[config.mk]
export PLATFORM = sky130hd
export DESIGN_NAME = bc_run_ctrl
export DESIGN_NICKNAME = d
export VERILOG_FILES = /design/src/rtl/bc_run_ctrl.sv
export SDC_FILE = /design/constraint.sdc
export NUM_CORES = 1
export LEC_CHECK = 0
export ABC_AREA = 1
export CAP_MARGIN = 5
export CORE_ASPECT_RATIO = 1.2
export CORE_MARGIN = 3
export CORE_UTILIZATION = 53
export CTS_BUF_LIST = sky130_fd_sc_hd__clkbuf_8 sky130_fd_sc_hd__clkbuf_16
export CTS_CLUSTER_DIAMETER = 30
export DETAILED_ROUTE_END_ITERATION = 6
export DONT_BUFFER_PORTS = 1
export GPL_TIMING_DRIVEN = 0
export PLACE_DENSITY = 0.68
export SLEW_MARGIN = 20
export SYNTH_ARGS = -nofsm -noshare
export SYNTH_HDL_FRONTEND = slang
export SYNTH_SLANG_ARGS = --single-unit
[constraint.sdc]
create_clock -name clk -period 5.05 [get_ports clk]
set_input_delay 1.2625 -clock clk [delete_from_list [all_inputs] [get_ports clk]]
set_output_delay 1.2625 -clock clk [all_outputs]
set_load 0.01 [all_outputs]
[src/rtl/bc_run_ctrl.sv]
// Purpose : run-control for the basic computer; start/stop, auto-restart, PC breakpoint, HLT pause, single-step.
// Latency : all outputs registered; a control decision made on edge N is visible on cpu_en/cpu_clr/state after edge N.
// Backpressure: none; control pulses are sampled every cycle, and start/stop are ignored while a clear sequence runs.
// Ports   : clk/clr_n (async active-low); start/stop/resume/step pulses; halt_in, pc observed from the computer;
//           bp_en/bp_addr breakpoint; period auto-restart length (0 = off); cpu_en/cpu_clr drive the computer;
//           state (IDLE=0 CLEAR=1 RUN=2 PAUSE=3 STEP=4); bp_hit sticky breakpoint flag;
//           cyc_cnt enabled-cycle count, present only when BC_RUN_CYCLE_CNT_EN is defined (else tied to 0).
module bc_run_ctrl #(
  parameter int ADDR_W     = 12,
  parameter int PER_W      = 16,
  parameter int CLR_CYCLES = 1,
  parameter int CNT_W      = 32
) (
  input  logic              clk,
  input  logic              clr_n,
  input  logic              start,
  input  logic              stop,
  input  logic              resume,
  input  logic              step,
  input  logic              halt_in,
  input  logic [ADDR_W-1:0] pc,
  input  logic              bp_en,
  input  logic [ADDR_W-1:0] bp_addr,
  input  logic [PER_W-1:0]  period,
  output logic              cpu_en,
  output logic              cpu_clr,
  output logic [2:0]        state,
  output logic              bp_hit,
  output logic [CNT_W-1:0]  cyc_cnt
);

  localparam logic [2:0] S_IDLE  = 3'd0;
  localparam logic [2:0] S_CLEAR = 3'd1;
  localparam logic [2:0] S_RUN   = 3'd2;
  localparam logic [2:0] S_PAUSE = 3'd3;
  localparam logic [2:0] S_STEP  = 3'd4;

  localparam int              CLR_W    = (CLR_CYCLES > 1) ? $clog2(CLR_CYCLES) : 1;
  localparam logic [CLR_W-1:0] CLR_LAST = CLR_W'(CLR_CYCLES - 1);

  logic [2:0]       state_d;
  logic [CLR_W-1:0] clr_cnt, clr_cnt_d;
  logic [PER_W-1:0] per_cnt, per_cnt_d;
  logic             bp_mask, bp_mask_d;
  logic             bp_trip, bp_release;
  logic             cpu_en_d, cpu_clr_d, bp_hit_d;
  logic             pc_at_bp, restart_due;

  assign pc_at_bp    = (pc == bp_addr);
  // >= rather than == so that shrinking period below the current count restarts on the next cycle.
  assign restart_due = (period != '0) && (per_cnt >= (period - PER_W'(1)));

  // State register (plus internal counters and registered outputs).
  always_ff @(posedge clk or negedge clr_n) begin
    if (!clr_n) begin
      state   <= S_IDLE;
      clr_cnt <= '0;
      per_cnt <= '0;
      bp_mask <= 1'b0;
      cpu_en  <= 1'b0;
      cpu_clr <= 1'b0;
      bp_hit  <= 1'b0;
    end else begin
      state   <= state_d;
      clr_cnt <= clr_cnt_d;
      per_cnt <= per_cnt_d;
      bp_mask <= bp_mask_d;
      cpu_en  <= cpu_en_d;
      cpu_clr <= cpu_clr_d;
      bp_hit  <= bp_hit_d;
    end
  end

  // Next-state logic.
  always_comb begin
    state_d    = state;
    bp_trip    = 1'b0;
    bp_release = 1'b0;
    case (state)
      S_IDLE: begin
        bp_release = start | stop;
        if (start) state_d = S_CLEAR;
      end
      S_CLEAR: begin
        if (clr_cnt == CLR_LAST) state_d = S_RUN;
      end
      S_RUN: begin
        bp_release = start | stop;
        if (stop)                          state_d = S_IDLE;
        else if (start)                    state_d = S_CLEAR;
        else if (halt_in)                  state_d = S_PAUSE;
        else if (bp_en && pc_at_bp && !bp_mask) begin
          state_d = S_PAUSE;
          bp_trip = 1'b1;
        end
        else if (restart_due)              state_d = S_CLEAR;
      end
      S_PAUSE: begin
        bp_release = start | stop | resume;
        if (stop)        state_d = S_IDLE;
        else if (start)  state_d = S_CLEAR;
        else if (resume) state_d = S_RUN;
        else if (step)   state_d = S_STEP;
      end
      S_STEP:  state_d = S_PAUSE;
      default: state_d = S_IDLE;
    endcase

    clr_cnt_d = (state == S_CLEAR && state_d == S_CLEAR) ? clr_cnt + CLR_W'(1) : '0;

    // Counts RUN cycles only; saturates so it never wraps except through a restart.
    per_cnt_d = per_cnt;
    if (state_d == S_CLEAR)                 per_cnt_d = '0;
    else if (state == S_RUN && !(&per_cnt)) per_cnt_d = per_cnt + PER_W'(1);

    // Mask lets a resume step off the breakpoint address; it drops once pc moves away.
    bp_mask_d = bp_mask;
    if (!pc_at_bp)                                bp_mask_d = 1'b0;
    if (state == S_PAUSE && state_d == S_RUN)     bp_mask_d = pc_at_bp;
    if (state_d == S_IDLE || state_d == S_CLEAR)  bp_mask_d = 1'b0;
  end

  // Output logic: outputs are decoded from the next state so they register in step with it.
  always_comb begin
    cpu_en_d  = (state_d == S_RUN) || (state_d == S_STEP);
    cpu_clr_d = (state_d == S_CLEAR);
    bp_hit_d  = bp_hit;
    if (bp_trip)         bp_hit_d = 1'b1;
    else if (bp_release) bp_hit_d = 1'b0;
  end

`ifdef BC_RUN_CYCLE_CNT_EN
  always_ff @(posedge clk or negedge clr_n) begin
    if (!clr_n)                       cyc_cnt <= '0;
    else if (state_d == S_CLEAR)      cyc_cnt <= '0;
    else if (cpu_en && !(&cyc_cnt))   cyc_cnt <= cyc_cnt + CNT_W'(1);
  end
`else
  assign cyc_cnt = '0;
`endif

endmodule

== Yosys cells after proc, flatten, opt, wreduce, memory -nomap -nowiden ==
Cells that the tools add are included.

* Add/subtract/negate cells: 3
* Multiplexer cells: 26
* Reductions and logical operators: 17
* Equality and inequality tests: 9
* Order comparisons: 1
* Bitwise gates (word level): 2

{| class="wikitable"
|+ Operators with widths
! kind !! number
|-
| 3-bit 2-to-1 mux || 11
|-
| 16-bit 2-to-1 mux || 2
|-
| 16-bit by 1-bit adder with 16-bit output (second input constant) || 1
|-
| 16-bit >= comparator || 1
|-
| 16-bit AND reduction || 1
|-
| 16-bit nonzero test || 1
|-
| 16-bit by 1-bit subtractor with 16-bit output (second input constant) || 1
|-
| 3-bit case mux with 5 select lines || 1
|-
| 12-bit equality test || 1
|-
| 1-bit 2-to-1 mux || 11
|-
| 3-bit by 2-bit equality test with 1-bit output (second input constant) || 3
|-
| 3-bit by 1-bit equality test with 1-bit output (second input constant) || 2
|-
| 3-bit equality test (second input constant) || 2
|-
| 1-bit logical AND || 6
|-
| 3-bit logical NOT || 2
|-
| 2-bit nonzero test || 2
|-
| 3-bit by 1-bit inequality test with 1-bit output (second input constant) || 1
|-
| 1-bit logical NOT || 2
|-
| 1-bit logical OR || 2
|-
| 1-bit OR || 2
|-
| 1-bit case mux with 2 select lines || 1
|-
| 2-bit OR reduction || 1
|-
| 1-bit adder (second input constant) || 1
|}

* Flip-flop bits (word level): 24
* Output and inout port bits: 38

== Longest topological paths before layout ==
Gate-level depths: netlist of the first run.

* Word-level depth: 13
* Gate-level depth with buffers: 23
* Gate-level depth less buffers: 22

== Least setup slack after synthesis of the first run ==
Ideal clock, no wire load.

* Path kind: input -> register
* From: in period[0]
* To: reg per_cnt[7]
* Path slack: 1.335 ns
* Arrival time: 3.594 ns
* Setup time: 0.121 ns
* Stages on the path: 20
* Cell sequence: inv_1 -> ha_1 -> nand2_1 -> nor4_1 -> nand3_1 -> xor2_1 -> inv_1 -> ha_1 -> nand2_1 -> nor3_1 -> nand2_1 -> nand2_1 -> nand2_1 -> nand2_1 -> nand2_1 -> nand2_2 -> nand2_2 -> nor2_4 -> buf_8 -> nor2_2

* Longest elaborated chain between the ends: 11
* Elaborated cells between the ends (all ways): 13
* Those cells by class: add/sub: 1; order compare: 1; eq/ne: 1; mux: 7; reduce/logical: 3

{| class="wikitable"
|+ Ends and longest elaborated chain
! element !! RTL line !! RTL
|-
| start: declaration || 24 || <nowiki>input logic [PER_W-1:0] period,</nowiki>
|-
| 16-bit by 1-bit subtractor with 16-bit output || 51 || <nowiki>assign restart_due = (period != '0) && (per_cnt >= (period - PER_W'(1)));</nowiki>
|-
| 16-bit >= comparator || 51 ||
|-
| 1-bit logical AND * || 51 ||
|-
| 3-bit 2-to-1 mux * || 96 || <nowiki>else if (restart_due) state_d = S_CLEAR;</nowiki>
|-
| 3-bit 2-to-1 mux * || 92 || <nowiki>else if (bp_en && pc_at_bp && !bp_mask) begin</nowiki>
|-
| 3-bit 2-to-1 mux * || 91 || <nowiki>else if (halt_in) state_d = S_PAUSE;</nowiki>
|-
| 3-bit 2-to-1 mux * || 90 || <nowiki>else if (start) state_d = S_CLEAR;</nowiki>
|-
| 3-bit 2-to-1 mux * || 89 || <nowiki>if (stop) state_d = S_IDLE;</nowiki>
|-
| 3-bit case mux with 5 select lines * || 79 || <nowiki>case (state)</nowiki>
|-
| named net state_d[1] || 41 || <nowiki>logic [2:0] state_d;</nowiki>
|-
| 3-bit by 1-bit equality test with 1-bit output * || n/a ||
|-
| named net cpu_clr_d || 46 || <nowiki>logic cpu_en_d, cpu_clr_d, bp_hit_d;</nowiki>
|-
| 16-bit 2-to-1 mux or 2-bit nonzero test (tied branches) || n/a ||
|-
| end signal: assignment || 66 || <nowiki>per_cnt <= per_cnt_d;</nowiki>
|-
| end: declaration || 43 || <nowiki>logic [PER_W-1:0] per_cnt, per_cnt_d;</nowiki>
|}

The timed path passes the listed nets; every way through them passes the cells marked *.
A chain may end at the register's enable or synchronous reset.

== Worst setup path after layout of the first run ==
* From: in period[0]
* To: reg per_cnt[2]

Same word-level chain as after synthesis.

==> reports/results.tsv, run 1 <==
stage	metric	value	unit
finish	nNetsFinal	482	
synth	ys_seq_area_share	23.6	%
clock_tree	htree_levels	1	
setup_path	setup.worst_path.start_class	input pin	
setup_path	critPathCaptureType	register	
setup_path	r2r_setup_slack	2860	ps
floorplanning	io_pins	86	
clock_tree	cts.clk_slew.worst_paths	80	ps
synth	async_flop_share	100	%
outcome	status	complete, no violations	
detailed_routing	drc	0	
clock_tree	cts_buffers	3	
global_routing	grt_max_degree	25	
global_routing	grt-ovfl-total	0	
clock_tree	clockBufferDepth	2	
setup_path	critPathKind	in -> reg	
global_routing	grtUsageTotal	16.7	%
detailed_routing	drt-initial-drc-count	41	
clock_tree	cts_setup_buffers	0	
timing	fin_skew	4.73	ps
place	hpwl	3930	µm
synth	synth-simple-area-share	34.3	%
detailed_routing	dr.pass1.iters	5	
synth	ys_ff_latch	24	
setup_path	crit_path_max_fanout	10	
finish	fin_cells	469	
floorplanning	core_area	0.00442	mm²
pwr	power.density	219	mW/mm²
floorplanning	floorplan.initialDensity	57.4	%
timing	post-route-period-util	77.7	%
detailed_routing	drtAntennaViolNets	0	
detailed_routing	avgViaCountPerCell	4.59	
synth	synth_top_family_by_area	simple AND/OR/NAND/NOR gates	
clock_tree	clock_latency	260	ps
clock_tree	cts_sinks	24	
synth	yosysWarnings	0	
floorplanning	dieArea	0.00566	mm²
synth	synth_edf_count	0	
synth	yosysMostFrequentCell	nand2_1	
synth	synth_top_cells_by_count	78 x nand2_1, 60 x inv_1, 52 x nor2_1	
global_routing	use_met2	29.8	%
place	dp_cells	466	
clock_tree	cts_hold_buf	0	
timing	setup_tns	0	ps
timing	max_freq	255	MHz
global_routing	grt.busiest_layer	met2	
global_routing	grt_pass1_wl	7890	µm
global_routing	grt_pass1_vias	1998	
clock_tree	cts_root_buf	clkbuf_8	
synth	synthDistinctLibCells	29	
detailed_routing	via_count	2154	
clock_tree	cts_tree	built	
global_routing	antenna_found_initial	0	
finish	num_antenna_cells	0	
timing	finalHoldViolCount	0	
pwr	cellLeakagePower	0.00151	µW
worst_hold_path	hold_class	reg -> reg	
detailed_routing	wl_per_cell	9.93	µm
floorplanning	rows	26	
finish	layout-drive-gt1-share	15.5	%
timing	slew_headroom	61.4	%
synth	synthFlopType	dfrtp_1	
timing	period_needed	3920	ps
timing	grt_setup_unrepaired	false	
pwr	ir_worst_vdd	200	µV
synth	synthCells	378	
global_routing	grt_util_met3	2.33	%
synth	syn_area	0.00254	mm²
synth	yosysTopAreaCellShare	23.6	%
floorplanning	die_width	69.2	µm
place	port_buffers	0	
floorplanning	die_y	81.8	µm
timing	worst_pin_slew	574	ps
place	globalplace.congestion	0.865	
setup_path	arrival	4080	ps
run	drv_cap	0	
synth	synth.area.top_cells	dfrtp_1 24%, nand2_1 12%, buf_4 9.5%	
timing	final-setup-viol-count	0	
synth	synth_fa_ha_area_share	9.36	%
finish	areaGrowthSynthToFinish	9.11	%
synth	synth.avg_cell_area	6.72	µm²
synth	synth_top_area_cell	dfrtp_1	
timing	drv_slew	0	
global_routing	grtUsageMet1	20.7	%
detailed_routing	drt_wl_total	4660	µm
setup_path	required	5210	ps
synth	synthMuxAreaShare	0	%
synth	synth_xor_area_share	8.28	%
synth	synth-compound-area-share	4.78	%
clock_tree	cts-resized-gates	0	
[placed cells by master, fill, tap and decap left out]
cell type	n
a21oi_1	10
a31oi_1	2
buf_4	32
buf_8	1
clkbuf_8	3
conb_1	33
dfrtp_1	24
ha_1	19
inv_1	60
inv_2	4
nand2_1	78
nand2_2	4
nand3_1	14
nand3_2	1
nand4_1	8
nor2_1	52
nor2_2	15
nor2_4	1
nor3_1	11
nor3_2	1
nor3_4	2
nor4_1	2
o211ai_1	1
o21ai_0	6
o22ai_1	2
o32ai_1	1
or2_0	1
or2_1	1
xnor2_1	10
xor2_1	14
[routing by layer]
layer  vias to the layer above  routed length [µm]
li1                       1178                   -
met1                       890                2010
met2                        79                2210
met3                         7                 355
met4                         0                  76
met5                         -                   0
[through the flow]
stage | hold slack (ps) | cell area (µm²) | total power [µW] | utilization, % | setup slack (ps)
2_1_floorplan | 514 | 2660 | 457 | - | 1340
3_3_place_gp | 547 | 2730 | 498 | 61.7 | 890
3_5_place_dp | 554 | 2730 | 503 | 61.7 | 847
4_1_cts | 569 | 2770 | 613 | 62.6 | 1110
5_1_grt | 590 | 2770 | 652 | 62.6 | 799
6_report | 570 | 2770 | 606 | 62.6 | 1130
[worst max-delay path, stage by stage]
cell,delay [ps]
inv_1,110
ha_1,200
nand2_1,110
nor4_1,450
nand3_1,170
xor2_1,210
inv_1,70
ha_1,270
nand2_1,80
o21ai_0,190
a21oi_1,60
nand2_1,70
nand2_1,80
nand2_1,70
nand2_1,60
nand2_2,80
nand2_2,70
nor2_4,240
buf_8,190
nor2_2,40
[registers in the layout (all words and copies together), names as in the netlist]
signal	cells
state	3
bp_hit	1
per_cnt	16
clr_cnt	1
cpu_en	1
cpu_clr	1
bp_mask	1
[layout make-up]
cell class	count	area (µm²)
Fill cell	419	1650
Multi-Input combinational cell	289	1560
Tap cell	56	70.1
Clock buffer	3	41.3
Inverter	64	240
Buffer	33	255
Sequential cell	24	601
[path summary, 6_finish.rpt]
check | startpoint | to | cells past startpoint
min in group asynchronous | clr_n | cpu_clr$_DFF_PN0_ | 0
worst min-delay path | clr_cnt$_DFF_PN0_ | state[0]$_DFF_PN0_ | 2
worst min register to register | clr_cnt$_DFF_PN0_ | state[0]$_DFF_PN0_ | 2
max in group asynchronous | clr_n | per_cnt[11]$_DFFE_PN0P_ | 0
worst max-delay path | period[0] | per_cnt[2]$_DFFE_PN0P_ | 20
worst max register to register | per_cnt[5]$_DFFE_PN0P_ | per_cnt[2]$_DFFE_PN0P_ | 17
[cell families (layout without fill, tap and decap cells)]
kind of cell | after synthesis | in the layout
buf+inv | 97 | 100
other cells | 1 | 33
compound gates | 22 | 22
flops | 24 | 24
xor+xnor | 24 | 24
simple gates | 191 | 191
fa+ha+maj | 19 | 19
[report_power, final]
| group | switching, µW | total, µW | internal [µW] |
|---|---|---|---|
| combinational | 151 | 249 | 97.3 |
| sequential | 35.0 | 248 | 213 |
| clock | 55.9 | 109 | 53.2 |
(Power assumes the default switching activity.)
==> inputs of run 2 (changes only) <==
--- a/config.mk
+++ b/config.mk
@@ -15,7 +15,7 @@
 export DETAILED_ROUTE_END_ITERATION = 6
 export DONT_BUFFER_PORTS = 1
 export GPL_TIMING_DRIVEN = 0
-export PLACE_DENSITY = 0.68
+export PLACE_DENSITY = 0.71
 export SLEW_MARGIN = 20
 export SYNTH_ARGS = -nofsm -noshare
 export SYNTH_HDL_FRONTEND = slang
==> constraint.sdc (replaced) <==
create_clock -name clk -period 3.3 [get_ports clk]
set_input_delay 0.825 -clock clk [delete_from_list [all_inputs] [get_ports clk]]
set_output_delay 0.825 -clock clk [all_outputs]
set_load 0.01 [all_outputs]
==> reports/results.tsv, run 2 (synthesis gave the netlist of run 1 again) <==
stage	metric	value	unit	change
outcome	status	complete, no violations		unchanged
clock_tree	clock_latency	270	ps	was 260 ps
detailed_routing	via_count	2239		was 2154
detailed_routing	dr.pass1.iters	4		was 5
timing	post-route-period-util	98.5	%	
finish	post-route-cell-area	0.00292	mm²	was 0.00277 mm²
finish	num_antenna_cells	0		unchanged
pwr	ir_worst_vdd	292	µV	was 200 µV
detailed_routing	avgViaCountPerCell	4.71		was 4.59
floorplanning	core_area	0.00442	mm²	unchanged
finish	final_common_cell	nand2_1		unchanged
pwr	cellLeakagePower	0.00157	µW	was 0.00151 µW
place	dpl-instance-area	0.00273	mm²	unchanged
worst_hold_path	hold_class	in -> async		was reg -> reg
timing	grt_setup_unrepaired	true		was false
place	hpwl	4060	µm	was 3930 µm
global_routing	grtUsageTotal	17.7	%	was 16.7%
clock_tree	clockBufferDepth	2		unchanged
floorplanning	dieArea	0.00566	mm²	unchanged
detailed_routing	drt-initial-drc-count	69		was 41
clock_tree	htree_levels	1		unchanged
global_routing	grt_pass1_wl	8330	µm	was 7890 µm
setup_path	crit_path_max_fanout	5		was 10
clock_tree	cts_tree	built		unchanged
run	drv_cap	0		unchanged
setup_path	critPathKind	in -> reg		unchanged
setup_path	setup.worst_path.start_class	input pin		unchanged
finish	mostFrequentLayoutCells	74 x nand2_1, 59 x inv_1, 49 x nor2_1		was 78 x nand2_1, 60 x inv_1, 52 x nor2_1
floorplanning	die_y	81.8	µm	unchanged
floorplanning	die_width	69.2	µm	unchanged
detailed_routing	drtAntennaViolNets	0		unchanged
floorplanning	rows	26		unchanged
setup_path	r2r_setup_slack	1150	ps	was 2860 ps
timing	fin_skew	12.7	ps	was 4.73 ps
detailed_routing	drc	0		unchanged
timing	hold_ws	239	ps	was 570 ps
floorplanning	io_pins	86		unchanged
setup_path	critPathCaptureType	register		unchanged
finish	largest_register	per_cnt		unchanged
global_routing	grt_max_degree	25		unchanged
timing	finalHoldViolCount	0		unchanged
detailed_routing	wl_per_cell	10.6	µm	was 9.93 µm
finish	largest_reg_flops	16		unchanged
timing	final-setup-viol-count	0		unchanged
pwr	power.density	378	mW/mm²	was 219 mW/mm²
finish	nNetsFinal	487		was 482
global_routing	antenna_found_initial	0		unchanged
clock_tree	cts_root_buf	clkbuf_8		unchanged
timing	period_needed	3250	ps	
timing	drv_slew	0		unchanged
finish	reg_top3	per_cnt x16, state x3		unchanged
clock_tree	cts_buffers	3		unchanged
finish	areaGrowthSynthToFinish	15.0	%	was 9.11%
clock_tree	cts.clk_slew.worst_paths	90	ps	was 80 ps
place	port_buffers	0		unchanged
place	globalplace.congestion	0.830		was 0.865
setup_path	required	3450	ps	was 5210 ps
timing	max_freq	308	MHz	
finish	layout-drive-gt1-share	19.3	%	was 15.5%
setup_path	arrival	3400	ps	was 4080 ps
detailed_routing	drt_wl_total	5030	µm	was 4660 µm
global_routing	grt_pass1_vias	2061		was 1998
floorplanning	floorplan.initialDensity	57.4	%	unchanged
clock_tree	cts_hold_buf	0		unchanged
clock_tree	cts_sinks	24		unchanged
global_routing	grt-ovfl-total	0		unchanged
-- run 2: repair_timing --
item,in CTS,in global routing
pin swaps,1,9
buffers inserted,2,2
hold endpoints to repair,0,0
gates cloned,0,1
resized for setup,1,16
endpoints found under the setup margin,14,18
-- run 2: worst max-delay path, stage by stage --
cell	delay [ps]
nor2_2	120
inv_2	80
nor3_4	190
nand3_2	120
nor2_2	130
nand2_1	70
or2_1	230
nor2_2	100
xnor2_1	80
ha_1	310
nand2_2	70
nor3_2	170
nand2_1	70
nand2_1	70
nand2_2	70
nand2_1	60
nand2_1	60
nand2_2	80
nand2_2	70
nor2_4	200
clkbuf_16	190
nor2_2	30
-- run 2: metrics by stage --
stage               setup TNS (ps)  std cells  util [%]  worst slack (ps)  total power, µW
CTS                              0        472      63.8              69.4             1050
global placement             -6000        466      61.7              -421              761
global route                 -2760        475      66.0              -180             1180
finish                           0        475      66.0              49.8             1100
floorplan                        0        410         -              22.6              700
detailed placement           -6370        466      61.7              -443              770
-- run 2: routing by layer --
metal	part of all wire (%)	wire length, µm	global-route usage [%]	up-vias
met5	0	0	0	-
met4	2.4	121	6.84	0
met3	7.0	350	2.20	10
met2	50	2520	32.3	73
met1	40	2040	21.3	963
li1	-	-	-	1193
-- run 2: power breakdown --
| part | leakage (µW) | total, µW | switching (µW) | internal [µW] |
|---|---|---|---|---|
| Combinational | 0.00120 | 468 | 263 | 205 |
| Sequential | 0.000327 | 380 | 53.6 | 326 |
| Clock | 0.0000357 | 257 | 94.5 | 162 |
-- run 2: final cells by class --
| class | count | area [µm²] |
|---|---|---|
| multi-input combinational | 289 | 1630 |
| fill | 409 | 1500 |
| sequential | 24 | 601 |
| buffer | 33 | 255 |
| inverter | 64 | 240 |
| tap | 56 | 70.1 |
| timing repair buffer | 5 | 55.1 |
| clock buffer | 3 | 41.3 |
| clock inverter | 1 | 30.0 |
-- run 2: final timing paths --
path | from | end | depth (start not counted)
setup / recovery | period[5] | per_cnt[6]$_DFFE_PN0P_ | 22
hold / removal | clr_n | per_cnt[11]$_DFFE_PN0P_ | 0
setup reg to reg | per_cnt[5]$_DFFE_PN0P_ | per_cnt[6]$_DFFE_PN0P_ | 17
hold reg to reg | clr_cnt$_DFF_PN0_ | state[0]$_DFF_PN0_ | 2
max in group asynchronous | clr_n | per_cnt[7]$_DFFE_PN0P_ | 0
min in group clk | clr_cnt$_DFF_PN0_ | state[0]$_DFF_PN0_ | 2
